[config.mk]
export PLATFORM = sky130hd
export DESIGN_NAME = kick_scheduler
export DESIGN_NICKNAME = d
export VERILOG_FILES = /design/src/rtl/kick_scheduler.sv
export SDC_FILE = /design/constraint.sdc
export NUM_CORES = 1
export LEC_CHECK = 0
export CAP_MARGIN = 20
export CORE_ASPECT_RATIO = 2
export CORE_UTILIZATION = 55
export DETAILED_ROUTE_END_ITERATION = 10
export DONT_BUFFER_PORTS = 1
export PLACE_DENSITY_LB_ADDON = 0.2
export SETUP_SLACK_MARGIN = 0.5
export SLEW_MARGIN = 20
export SYNTH_ARGS = -nofsm -noshare
export SYNTH_HDL_FRONTEND = slang
export SYNTH_SLANG_ARGS = --single-unit
[constraint.sdc]
create_clock -name clk -period 2.3 [get_ports clk]
set_input_delay 0.46 -clock clk [delete_from_list [all_inputs] [get_ports clk]]
set_output_delay 0.46 -clock clk [all_outputs]
set_load 0.01 [all_outputs]
[src/rtl/kick_scheduler.sv]
// Kicker solenoid arbiter: grants one of two requesters a fixed-width pulse, then enforces a cooldown.
// Optional KICK_BALL_GATE_EN adds a synchronized ball_present input that must be 1 for a grant.
module kick_scheduler #(
    parameter int PULSE_CYC = 8,
    parameter int COOL_CYC  = 64,
    parameter int CNT_W     = 26
) (
    input  logic       clk,
    input  logic       rst_n,
    input  logic       arm,
    input  logic [1:0] req,
    input  logic       abort,
`ifdef KICK_BALL_GATE_EN
    input  logic       ball_present,
`endif
    output logic [1:0] grant,
    output logic       kick,
    output logic [1:0] done,
    output logic       busy
);

    localparam logic [CNT_W-1:0] PULSE_LD = CNT_W'(PULSE_CYC - 1);
    localparam logic [CNT_W-1:0] COOL_LD  = CNT_W'(COOL_CYC - 1);
    localparam logic [CNT_W-1:0] CNT_ONE  = CNT_W'(1);

    typedef enum logic [1:0] {
        IDLE = 2'd0,
        FIRE = 2'd1,
        COOL = 2'd2
    } state_t;

    state_t           state, state_nxt;
    logic [CNT_W-1:0] cnt, cnt_nxt;
    logic [1:0]       grant_nxt, done_nxt;
    logic             kick_nxt, busy_nxt;
    logic             rr_last, rr_last_nxt;
    logic [1:0]       deny_cnt, deny_nxt;
    logic             gate_ok;
    logic             pick_manual;

`ifdef KICK_BALL_GATE_EN
    logic [1:0] ball_sync;

    always_ff @(posedge clk or negedge rst_n) begin
        if (!rst_n) begin
            ball_sync <= 2'b00;
        end else begin
            ball_sync <= {ball_sync[0], ball_present};
        end
    end

    assign gate_ok = ball_sync[1];
`else
    assign gate_ok = 1'b1;
`endif

    // Manual wins ties unless the autonomous side has already lost two grants in a row.
    assign pick_manual = req[1] && !(req[0] && (deny_cnt == 2'd2));

    always_ff @(posedge clk or negedge rst_n) begin
        if (!rst_n) begin
            state    <= IDLE;
            cnt      <= '0;
            grant    <= 2'b00;
            kick     <= 1'b0;
            done     <= 2'b00;
            busy     <= 1'b0;
            rr_last  <= 1'b1;
            deny_cnt <= 2'd0;
        end else begin
            state    <= state_nxt;
            cnt      <= cnt_nxt;
            grant    <= grant_nxt;
            kick     <= kick_nxt;
            done     <= done_nxt;
            busy     <= busy_nxt;
            rr_last  <= rr_last_nxt;
            deny_cnt <= deny_nxt;
        end
    end

    always_comb begin
        state_nxt   = state;
        cnt_nxt     = cnt;
        grant_nxt   = grant;
        kick_nxt    = kick;
        done_nxt    = 2'b00;
        busy_nxt    = busy;
        rr_last_nxt = rr_last;
        deny_nxt    = deny_cnt;
        case (state)
            IDLE: begin
                if (arm && gate_ok && (|req)) begin
                    rr_last_nxt = pick_manual;
                    grant_nxt   = pick_manual ? 2'b10 : 2'b01;
                    kick_nxt    = 1'b1;
                    busy_nxt    = 1'b1;
                    cnt_nxt     = PULSE_LD;
                    state_nxt   = FIRE;
                    deny_nxt    = (pick_manual && req[0]) ? deny_cnt + 2'd1 : 2'd0;
                end
            end
            FIRE: begin
                // Abort coinciding with terminal count takes this same single exit.
                if ((cnt == '0) || abort) begin
                    kick_nxt  = 1'b0;
                    grant_nxt = 2'b00;
                    done_nxt  = rr_last ? 2'b10 : 2'b01;
                    cnt_nxt   = COOL_LD;
                    state_nxt = COOL;
                end else begin
                    cnt_nxt = cnt - CNT_ONE;
                end
            end
            COOL: begin
                if (cnt == '0) begin
                    busy_nxt  = 1'b0;
                    state_nxt = IDLE;
                end else begin
                    cnt_nxt = cnt - CNT_ONE;
                end
            end
            default: begin
                state_nxt = IDLE;
                cnt_nxt   = '0;
                grant_nxt = 2'b00;
                kick_nxt  = 1'b0;
                busy_nxt  = 1'b0;
            end
        endcase
    end

endmodule

Yosys cells after proc, flatten, opt, wreduce, memory -nomap -nowiden:

Index checks and enable logic that the tools add are counted.
W data, S select, Z words.

* multiplexer cells: 21
* bitwise gates (word level): 2
* reduce and logical (&&, ||, !) cells: 14
* equal/unequal tests: 7
* add/subtract/negate cells: 2

Operators with widths (count)
* $mux W26: 3
* $pmux W26 S3: 1
* $logic_not A26 Y1: 1
* $sub A26 B1 Y26 const B: 1
* $mux W2: 10
* $pmux W2 S3: 2
* $reduce_and A3 Y1: 3
* $ne A2 B2 Y1 const B: 4
* $pmux W1 S3: 2
* $eq A2 B2 Y1 const B: 2
* $logic_and A1 B1 Y1: 4
* $reduce_and A2 Y1: 2
* $mux W1: 3
* $add A2 B1 Y2 const B: 1
* $eq A2 B1 Y1 const B: 1
* $logic_not A2 Y1: 1
* $not A1 Y1: 2
* $reduce_or A2 Y1: 1
* $logic_not A1 Y1: 1
* $logic_or A1 B1 Y1: 1

* output and inout port bits: 6
* register bits: 37
* word-level logic and storage cells: 54
* bits of input ports: 6

Longest topological paths before layout:

Gate-level depths: netlist of the first run.

* word-level depth: 7
* depth in mapped cells: 9
* mapped depth without buffers: 7

Worst setup path after synthesis of the first run:

OpenSTA, ideal clock, no wires.

* kind: register to register
* start: register cnt[3]
* end: register cnt[9]
* period minus slack after synthesis: 2145 ps
* path slack: 155 ps
* arrival time: 2072 ps
* cell stages (with the launch flop): 7
* path buffers: 1
* required time: 2227 ps
* library setup time: 73 ps
* cell sequence: dfrtp_1 or4_4 a2111oi_4 o31ai_2 buf_4 or3_1 a21oi_2

* longest elaborated chain between the ends: 4
* elaborated cells between the ends (all ways): 8
* those cells by class: add/sub (1); eq/ne (1); mux (3); reduce/logical (3)

RTL lines
* start: declaration: line 33 `logic [CNT_W-1:0] cnt, cnt_nxt;`
* start signal: assignment: line 72 `cnt <= cnt_nxt;`
* branches (longest 4 deep; another with $sub A26 B1 Y26)

Parallel ways; which one is timed is not known. The select of a mux whose other input is x is not followed.
A chain may end at the register's enable or synchronous reset.

Worst setup path after layout of the first run:

* start: register cnt[11]
* end: register cnt[24]

Same word-level chain as after synthesis.

==> impl_metrics.yaml, run 1 <==
clock_network:
  cts_tree: "built"
  insertion_delay_ps: 290
  cts_root_buf: "clkbuf_8"
  path_clk_slew_ps: 80
  cts.sinks: 37
  cts.path.max_buffers: 2
  cts_made_buffers: 5
  htreeDepth: 2
die:
  coreArea_um2: 3610
  die_width_um: 45.4
  dieArea_um2: 4020
  row_count: 31
  die_h_um: 88.7
  initial_core_util_pct: 57.3
  io_pins: 12
drt:
  vias_per_cell: 6.76
  antenna_left: 0
  vias: 2081
  wire_per_inst_um: 24.6
  first_pass_iters: 4
  post-route-drc-count: 0
  first_iter_violations: 56
  drt-total-wl_mm: 7.56
logic_synthesis:
  synthFlopType: "dfrtp_1"
  yosys.area_share.simple_pct: 24.2
  synth_cells: 213
  synthXorXnorAreaFrac_pct: 0.423
  yosysMostFrequentCell: "dfrtp_1"
  ys_seq_area_share_pct: 44.8
  ys_top_cells_by_area: "dfrtp_1 (44%), a21oi_1 (5.1%), o31ai_1 (3.3%)"
  synthMuxAreaShare_pct: 0
  ys_warn_count: 0
  synth_adder_area_share_pct: 1.81
  syn_nets: 222
  synth_compound_area_share_pct: 24.4
  synth_common_cells: "dfrtp_1 (36), a21oi_1 (21), nand2_1 (15)"
  ys_seq_elements: 37
  synth_top_area_share_pct: 43.6
  synth-edff-count: 0
  synth_top_family_by_area: "compound AO/OA/AOI/OAI gates"
  synth_top_area_cell: "dfrtp_1"
  synthesis.area_um2: 2070
  ys_types: 49
  synthArstFlopShare_pct: 100
  syn_area_per_cell_um2: 9.71
timing:
  hold_viol: 0
  fin_worst_skew_ps: 7.07
  setup_violations: 0
  fin_crit_sh_pct: 100
  rsz0062_at_grt: "yes"
  relSlewSlack_pct: 54.1
  worst_pin_slew_ps: 681
  fmax_mhz: 435
  finalMaxSlewViolations: 0
  fin_crit_ps: 2300
final_layout:
  fill_cells: 216
  final_util_pct: 83.7
  fin_area_um2: 3020
  drive_gt1_share_pct: 43.2
  seq_area_um2: 930
  num-nets-final: 267
  synthToLayoutAreaGrowth_pct: 46.0
  multiInputGateArea_um2: 1330
  antennaDiodeCount: 0
worst_setup_path:
  crit_end: "cnt[24]$_DFFE_PN0P_"
  crit_start: "cnt[11]$_DFFE_PN0P_"
  ff2ff_path_depth: 7
  r2r-start: "cnt[11]$_DFFE_PN0P_"
  r2r_end: "cnt[24]$_DFFE_PN0P_"
  crit_path_end_kind: "flip-flop"
  required_ps: 2490
  cp-start-kind: "flip-flop"
  rrSetupSlack_ps: 0.7
  arrival_ps: 2490
  critPathMaxFanout: 5
  crit_type: "reg2reg"
global_route:
  grt_start_max_net_pins: 37
  grt_pass1_wl_mm: 9.73
  grt_pass1_vias: 2046
  antenna_found_initial: 0
  track_usage_pct: 34.1
  overflow: 0
pwr:
  p_leak_nw: 1.28
  p_sw_mw: 1.35
  p_int_mw: 2.05
  p_per_area_nw_per_um2: 1130
  ir_drop_v: 0.000778
  swShare_pct: 39.6
  seqPwrFrac_pct: 26.7
  p_comb_share_pct: 56.0
  power_frac_clock_pct: 17.3
place:
  place_area_um2: 2280
  gp_congestion: 0.860
  port_buffers: 0
  hpwl_mm: 3.41
outcome:
  status: "complete, no violations"
run:
  drv_cap: 0
hold_path:
  hp-class: "in2async"
==> per-layer routing <==
layer	vias up	GRT usage, %	part of all wire, %
li1	905	-	-
met1	1054	34.5	33
met2	80	60.2	56
met3	42	5.71	4.3
met4	0	23.4	7.0
met5	-	0	0
==> final cells by class <==
class	count	area share (%)
clock buffer	6	2.74
clock inverter	2	1.24
inverter	10	1.24
multi-input combinational	156	43.9
sequential	37	30.8
tap	49	2.03
timing repair buffer	48	18.1
==> layout by cell type, fill, tap and decap left out, types with 5 or more instances in the layout <==
cell type	instances
nand2_1	14
or2_2	5
buf_12	7
or4_1	9
a21oi_2	17
o21ai_0	6
dfrtp_1	34
buf_4	27
clkbuf_8	6
inv_1	10
nor3_1	5
nor2_1	5
or3_1	8
o31ai_1	8
buf_6	10
==> metrics by stage <==
| step | setup TNS (ps) | std cells | setup WS [ps] | power (mW) | hold WS, ps |
|---|---|---|---|---|---|
| floorplan | 0 | 213 | 249 | 1.68 | 164 |
| global placement | 0 | 264 | 94.7 | 1.89 | 165 |
| detailed placement | 0 | 264 | 43.9 | 1.93 | 165 |
| CTS | 0 | 300 | 85.9 | 3.05 | 4.20 |
| global route | -423 | 308 | -49.8 | 3.52 | 7.41 |
| finish | 0 | 308 | 0.691 | 3.40 | 5.28 |
==> power by group through the flow <==
stage	logic, mW	clock network [mW]	registers (mW)
finish	1.90	0.587	0.907
global route	1.99	0.621	0.915
CTS	1.57	0.593	0.886
detailed placement	1.03	0	0.899
global placement	0.999	0	0.892
floorplan	0.792	0	0.889
==> kinds of logic (layout without fill, tap and decap cells) <==
kind of cell / count (synthesis) / count (layout)
DFF: 37 / 37
AOI/OAI and AO/OA: 72 / 72
adders and majority gates: 3 / 3
buffers and inverters: 20 / 66
and+or+nand+nor: 80 / 80
xor gates and xnor gates: 1 / 1
==> how the worst min path moves through the flow <==
stage,startpoint,endpoint,slack [ps],cells after the start
floorplan,rst_n,busy$_DFFE_PN0P_,160,0
global placement,rst_n,cnt[6]$_DFFE_PN0P_,170,0
detailed placement,rst_n,cnt[6]$_DFFE_PN0P_,170,0
CTS,rst_n,rr_last$_DFFE_PN1P_,4,0
global route,rst_n,cnt[22]$_DFFE_PN0P_,7,1
finish,rst_n,cnt[4]$_DFFE_PN0P_,5,1
==> critical path: stages, from the launching register on <==
cell and delay (ps):
dfrtp_1 400, or4_4 570, nand4b_4 230, buf_6 160
o31ai_4 350, buf_6 190, o41ai_1 80, a21oi_1 220
==> sequential cells by signal, summed over array words and instances (netlist names) <==
register,flops
cnt,26
done,2
state,2
rr_last,1
grant,2
busy,1
kick,1
deny_cnt,2
==> what timing repair did <==
action,in CTS,in global routing
resized for setup,26,22
cloned,5,1
pin swaps,15,14
hold buffers,1,1
endpoints found under the setup margin,33,34
buffers inserted,22,6
endpoints found under the hold margin,36,1
No activity file was read; power rests on OpenSTA's default activity.
==> run 2: changes to the inputs <==
SLEW_MARGIN = 10   (was 20)
clock period = 2.69 ns   (was 2.3 ns; I/O delays follow)
==> impl_metrics.yaml, run 2 (synthesized netlist as in run 1, its figures left out) <==
die:
  io_pins: 12
  die_width_um: 45.4
  initial_core_util_pct: 57.3
  die_h_um: 88.7
  dieArea_um2: 4020
  row_count: 31
  coreArea_um2: 3610
global_route:
  overflow: 0
  grt_pass1_wl_mm: 8.24
  grt_pass1_vias: 1816
  grt_start_max_net_pins: 37
  track_usage_pct: 28.5
  antenna_found_initial: 0
drt:
  drt-total-wl_mm: 5.65
  wire_per_inst_um: 19.1
  post-route-drc-count: 0
  vias_per_cell: 6.41
  antenna_left: 0
  first_pass_iters: 4
  first_iter_violations: 69
  vias: 1897
timing:
  fin_crit_ps: 2240
  setup_ws_ps: 447
  setup_violations: 0
  rsz0062_at_grt: "yes"
  fin_crit_sh_pct: 83.4
  fin_worst_skew_ps: 10.8
  finalMaxSlewViolations: 0
  hold_viol: 0
  fmax_mhz: 446
  relSlewSlack_pct: 60.6
  tns_ps: 0
  worst_pin_slew_ps: 584
pwr:
  p_sw_mw: 0.940
  ir_drop_v: 0.000588
  power_frac_clock_pct: 16.9
  swShare_pct: 41.4
  p_int_mw: 1.33
  seqPwrFrac_pct: 34.0
  p_comb_share_pct: 49.1
  p_leak_nw: 1.16
  p_per_area_nw_per_um2: 872
  power_mw: 2.27
worst_setup_path:
  cp-start-kind: "flip-flop"
  path_cells: "buf_4, inv_2, ha_1, nor3b_2, nand4_1, buf_6, o32a_1, buf_4, o211ai_1, nand4_1"
  critPathBufInv: 4
  cpPeakStageDelay_ps: 410
  r2r-start: "cnt[1]$_DFFE_PN0P_"
  required_ps: 2840
  crit_type: "reg2reg"
  critPathMaxFanout: 4
  cp_top_family: "buffers and inverters"
  crit_slowest_cell: "o32a_1"
  arrival_ps: 2390
  crit_start: "cnt[1]$_DFFE_PN0P_"
  crit_path_end_kind: "flip-flop"
clock_network:
  htreeDepth: 2
  cts.sinks: 37
  cts_tree: "built"
  insertion_delay_ps: 300
  cts.path.max_buffers: 2
  cts_root_buf: "clkbuf_8"
  path_clk_slew_ps: 80
  cts_made_buffers: 5
final_layout:
  seq_area_um2: 928
  final_cell_mix: "dfrtp_1 (35), buf_4 (25), a21oi_1 (16)"
  final_common_cell: "dfrtp_1"
  drive_gt1_share_pct: 32.4
  synthToLayoutAreaGrowth_pct: 25.9
  largest_reg_flops: 26
  fill_cells: 258
  largest_register: "cnt"
  multiInputGateArea_um2: 1170
  antennaDiodeCount: 0
  num-nets-final: 255
run:
  drv_cap: 0
place:
  gp_congestion: 0.901
  place_ws_ps: 331
  port_buffers: 0
  hpwl_mm: 3.39
hold_path:
  hp-class: "in2async"
outcome:
  status: "complete, no violations"
==> run 2: cell count changes in the layout (fill, tap and decap cells not counted), sizes merged <==
cell / delta
buf: -10
clkbuf: -2
clkinv: +2
bufinv: -1
dlygate4sd3: -1
==> run 2: per-layer routing <==
metal  up-vias  wire length [µm]  global-route usage [%]
li1        874                 -                       -
met1       936              1960                    27.5
met2        65              3280                    53.1
met3        22               202                    4.49
met4         0               214                    17.4
met5         -                 0                       0
==> run 2: repair_timing <==
item | 4_1_cts | 5_1_grt
pin swaps | 5 | 10
hold endpoints to repair | 36 | 0
hold buffers | 1 | 0
cloned | 1 | 1
buffers inserted | 11 | 11
endpoints found under the setup margin | 30 | 28
resized for setup | 10 | 25
==> run 2: per-stage QoR <==
| stage | hold WS [ps] | cells | area [µm²] | util, % |
|---|---|---|---|---|
| floorplan | 242 | 213 | 2070 | - |
| CTS | 71.6 | 284 | 2420 | 67.0 |
| detailed placement | 243 | 263 | 2160 | 59.9 |
| global route | 55.3 | 296 | 2600 | 72.2 |
| finish | 70.1 | 296 | 2600 | 72.2 |
| global placement | 243 | 263 | 2160 | 59.9 |
==> run 2: final timing paths <==
check | to | slack [ps] | cells past startpoint
min | cnt[5]$_DFFE_PN0P_ | 70 | 1
min reg2reg | deny_cnt[1]$_DFFE_PN0P_ | 490 | 2
max | cnt[5]$_DFFE_PN0P_ | 450 | 10
min in group clk | deny_cnt[1]$_DFFE_PN0P_ | 460 | 2
max reg2reg | cnt[5]$_DFFE_PN0P_ | 450 | 10
max in group asynchronous | cnt[15]$_DFFE_PN0P_ | 2430 | 1
==> run 2: final cells by class <==
class                      count  area share (%)
clock buffer                   5            2.64
tap                           49            2.35
timing repair buffer          36            12.4
multi-input combinational    156            44.8
sequential                    37            35.7
clock inverter                 3           0.673
inverter                      10            1.44
==> run 2: power groups by stage <==
stage | Combinational, mW | Sequential, mW | Clock, mW
after floorplan | 0.568 | 0.758 | 0
after global placement | 0.719 | 0.778 | 0
after detailed placement | 0.743 | 0.786 | 0
after CTS | 0.894 | 0.766 | 0.393
after global routing | 1.18 | 0.784 | 0.423
final | 1.12 | 0.772 | 0.383
==> RTL change 1, RTL diff (config.mk and constraints of run 1) <==
The option `KICK_BALL_GATE_EN` is turned on by a define.
--- a/src/rtl/kick_scheduler.sv
+++ b/src/rtl/kick_scheduler.sv
@@ -1,4 +1,6 @@
 // Kicker solenoid arbiter: grants one of two requesters a fixed-width pulse, then enforces a cooldown.
 // Optional KICK_BALL_GATE_EN adds a synchronized ball_present input that must be 1 for a grant.
+`define KICK_BALL_GATE_EN
+
 module kick_scheduler #(
     parameter int PULSE_CYC = 8,
Ports: changed (added ball_present); port bits go from 12 to 13. No check against the original RTL was run, so the function may have changed too.
==> RTL change 1 against run 1 <==
- the run now ends with setup timing left
- maximum frequency fell by 2.4%
- sequential power rose by 10%
- design area fell by 11%
- synthesized area rose by 1.1%
- non-clock buffer count fell by 4
- power rose by 0.68%
- sequential cell count rose by 2
- largest power group unchanged
- routed wire length fell by 26%
- worst setup slack got worse by 0.056 ns
- largest cell class unchanged
==> RTL change 1: results (changes against run 1) <==
Routed wire per std cell -> 18.1 microns (-26%)
Initial DRC Count -> 61 (+8.9%)
Yosys cell types -> 44 (-10%)
Cell Count Post-Placement -> 289 (+9.5%)
clk_skew -> 0.0110 ns (+0.00396 ns)
syn avg cell area -> 9.64 sq um (-0.72%)
Reg2Reg Depth -> 6 (-1)
number of global-route vias before repair -> 1,880 (-8.1%)
Vias/cell -> 6.20 (-8.2%)
capturing point of the worst reg2reg path -> grant[1]
final setup margin -> -0.0556 ns (-0.0563 ns)
Slew @ Worst Pin -> 0.545 ns (-0.136 ns)
first-pass GRT wire length -> 8440 microns (-13%)
met1 wire length -> 2080 microns (-17%)
Lkg Pwr -> 1.15 nW (-10%)
Net Count, Synth -> 227 (+2.3%)
# nets final -> 268 (+0.37%)
Synth top area share -> 45.5% (+1.9 points)
status -> complete, but fails checks
failing checks -> setup timing
Total GRT Usage -> 29.1% (-5.0 points)
post-detail-place hpwl -> 3850 microns (+13%)
routed wl met2 -> 3180 microns (-24%)
gpl congestion -> 0.835 (-2.9%)
Worst Hold Class -> input pin to flip-flop
fraction of layout cells with a size suffix above 1 -> 30.1% (-13 points)
final setup fails -> 20 (+20)
Synth area leaders -> dfrtp_1 45%, o21ai_0 4.1%, o31ai_1 3.9%
-- RTL change 1: area by class of cell --
type | count | area, sq um
clock buffers | 5 | 68.8
clock inverters | 3 | 43.8
fillers | 263 | 931
inverters | 8 | 30.0
multi-input cells | 160 | 1120
flip-flops and latches | 39 | 977
well taps | 49 | 61.3
repair buffers | 44 | 370
-- RTL change 1: power by group --
part / switching (mW) / internal (mW)
combinational: 0.983 / 0.864
clock: 0.247 / 0.323
sequential: 0.158 / 0.847
total: 1.39 / 2.03
-- RTL change 1: worst max-delay path by stage --
stage	start	cells past startpoint	endpoint	slack [ns]
CTS	cnt[11]	6	cnt[19]	-0.04
global placement	cnt[11]	6	cnt[9]	-0.05
floorplan	cnt[11]	8	grant[0]	-0.16
global route	cnt[7]	7	cnt[16]	-0.10
finish	cnt[11]	6	grant[1]	-0.06
detailed placement	cnt[11]	6	cnt[19]	-0.10
-- RTL change 1: cell families (layout without fill, tap and decap cells) --
group	Yosys count	count (layout)	synth area share [%]
AO/OA/AOI/OAI	63	63	20.4
XOR/XNOR	6	6	2.51
adder cells (fa/ha/maj)	3	3	1.79
buffers and inverters	19	60	4.61
flip-flops	39	39	46.7
AND/OR/NAND/NOR	87	88	24.0
-- RTL change 1: routing by layer --
layer,GRT usage (%),vias to the layer above
met3,3.03,10
met4,14.9,0
li1,-,891
met2,52.7,58
met1,31.5,951
met5,0,-
-- RTL change 1: worst reg2reg max path, cell delays in order (launching register included) --
cell	delay [ns]
dfrtp_1	0.38
or4_4	0.58
or4_4	0.55
nor3_4	0.22
o311a_4	0.27
buf_4	0.14
o21ai_0	0.09
-- RTL change 1: metrics by stage --
stage | area, sq um | setup slack, ns | TNS, ns | hold slack (ns)
6_report | 2680 | -0.0556 | -0.398 | 0.184
5_1_grt | 2680 | -0.102 | -1.48 | 0.176
4_1_cts | 2570 | -0.0436 | -0.325 | 0.181
3_5_place_dp | 2380 | -0.101 | -1.90 | 0.165
3_3_place_gp | 2380 | -0.0519 | -0.580 | 0.165
2_1_floorplan | 2110 | -0.155 | -2.86 | 0.164
-- RTL change 1: timing repair --
item | in CTS | in global routing
gates cloned | 0 | 1
setup endpoints to repair | 34 | 34
hold buffers | 2 | 0
hold endpoints to repair | 39 | 0
gates resized for setup | 8 | 9
buffers inserted | 3 | 5
pin swaps | 3 | 2
==> RTL change 2, RTL diff (config.mk and constraints of run 1) <==
Made on the original files. Re-encode `state_t` (3 states) as one-hot, 3 bits wide.
--- a/src/rtl/kick_scheduler.sv
+++ b/src/rtl/kick_scheduler.sv
@@ -24,8 +24,8 @@
     localparam logic [CNT_W-1:0] CNT_ONE  = CNT_W'(1);
 
-    typedef enum logic [1:0] {
-        IDLE = 2'd0,
-        FIRE = 2'd1,
-        COOL = 2'd2
+    typedef enum logic [2:0] {
+        IDLE = 3'b001,
+        FIRE = 3'b010,
+        COOL = 3'b100
     } state_t;
 
Function: same outputs for any inputs over 10 cycles, from zero or initial values and one cycle with rst_n low; not proved beyond that.
==> RTL change 2 against run 1 <==
- sequential cell count up 1
- critical path type unchanged
- power up 20%
- core utilization down 5.3 points
- design area down 0.17%
- routed wire length down 17%
- synthesized area up 6.1%
- clock power down 9.2%
- first-iteration DRC count up 18%
- worst setup slack better by 0.091 ns
- die area up 5.9%
- non-clock buffer count down 3
- the flow now finishes with violations (hold timing)
==> RTL change 2: results (changes against run 1) <==
pwr dens -> 1350 mW/mm^2 (+20%)
Worst VDD drop -> 1.24 mV (+59%)
M2 GR Usage -> 48.0% (-12 points)
Net Count, Synth -> 245 (+10%)
GR Layer Usage met1 -> 35.7% (+1.2 points)
Syn Inst Count -> 236 (+11%)
Synth area leaders -> dfrtp_1 41%, o21ai_0 4.1%, nor2_1 3.2%
post-synthesis share of cell area spent on xor and xnor gates -> 3.99% (+3.6 points)
DP Area -> 0.00233 sq mm (+2.1%)
highest fanout seen on the critical path -> 6 (+1)
failing checks -> hold timing
mux contribution to synthesized area -> 0.456% (+0.46 points)
register area share after synthesis -> 43.4% (-1.4 points)
Worst R2R Setup Slack -> 0.09 ns (+0.09 ns)
status -> complete, but fails checks
clk_skew -> 0.00991 ns (+0.00284 ns)
met1 wire length -> 2310 microns (-7.7%)
post-detail-place hpwl -> 3630 microns (+6.3%)
met3 wire length -> 283 microns (-13%)
Initial DRC Count -> 66 (+18%)
Placement Setup Slack -> 0.0296 ns (-0.0143 ns)
CP max-delay cell -> nor3_1
DRT Wirelength -> 6310 microns (-17%)
Fill cells -> 241 (+12%)
Lkg Pwr -> 1.31 nW (+2.2%)
gpl congestion -> 0.789 (-8.3%)
Tmin final -> 2.21 ns (-0.0907 ns)
post-CTS setup buffers -> 20 (-9.1%)
Total GRT Usage -> 29.7% (-4.3 points)
final hold slack -> -0.00371 ns (-0.00899 ns)
# nets final -> 292 (+9.4%)
Final Hold Fails -> 9 (+9)
Resize count post-CTS -> 22 (-15%)
first-pass GRT wire length -> 9130 microns (-6.2%)
RTL change 2: cell count changes in the layout (fill, tap and decap cells not counted), moves of 7 or more:
cell | before | now
a21oi_2 | 17 | 6
buf_4 | 27 | 35
nor2_1 | 5 | 17
o21ai_0 | 6 | 13
or4_1 | 9 | 0
xor2_1 | 0 | 8
RTL change 2: cell type report:
class | count | area [sq um] | share of cell area (%)
timing repair buffer | 45 | 425 | 14.1
inverter | 9 | 33.8 | 1.12
multi-input combinational | 184 | 1420 | 47.1
tap | 51 | 63.8 | 2.12
sequential | 38 | 961 | 31.9
clock buffer | 8 | 110 | 3.65
RTL change 2: where the power goes:
part           switching [mW]  internal, mW  leakage, nW
combinational            1.31          1.15        0.755
clock                   0.230         0.303       0.0575
sequential              0.230         0.857        0.500
total                    1.77          2.31         1.31
RTL change 2: logic make-up after synthesis:
kind of cell / Yosys count
adders and majority gates: 3
buffers and inverters: 16
DFF: 38
muxes: 1
xor gates and xnor gates: 10
AOI/OAI and AO/OA: 69
and+or+nand+nor: 99
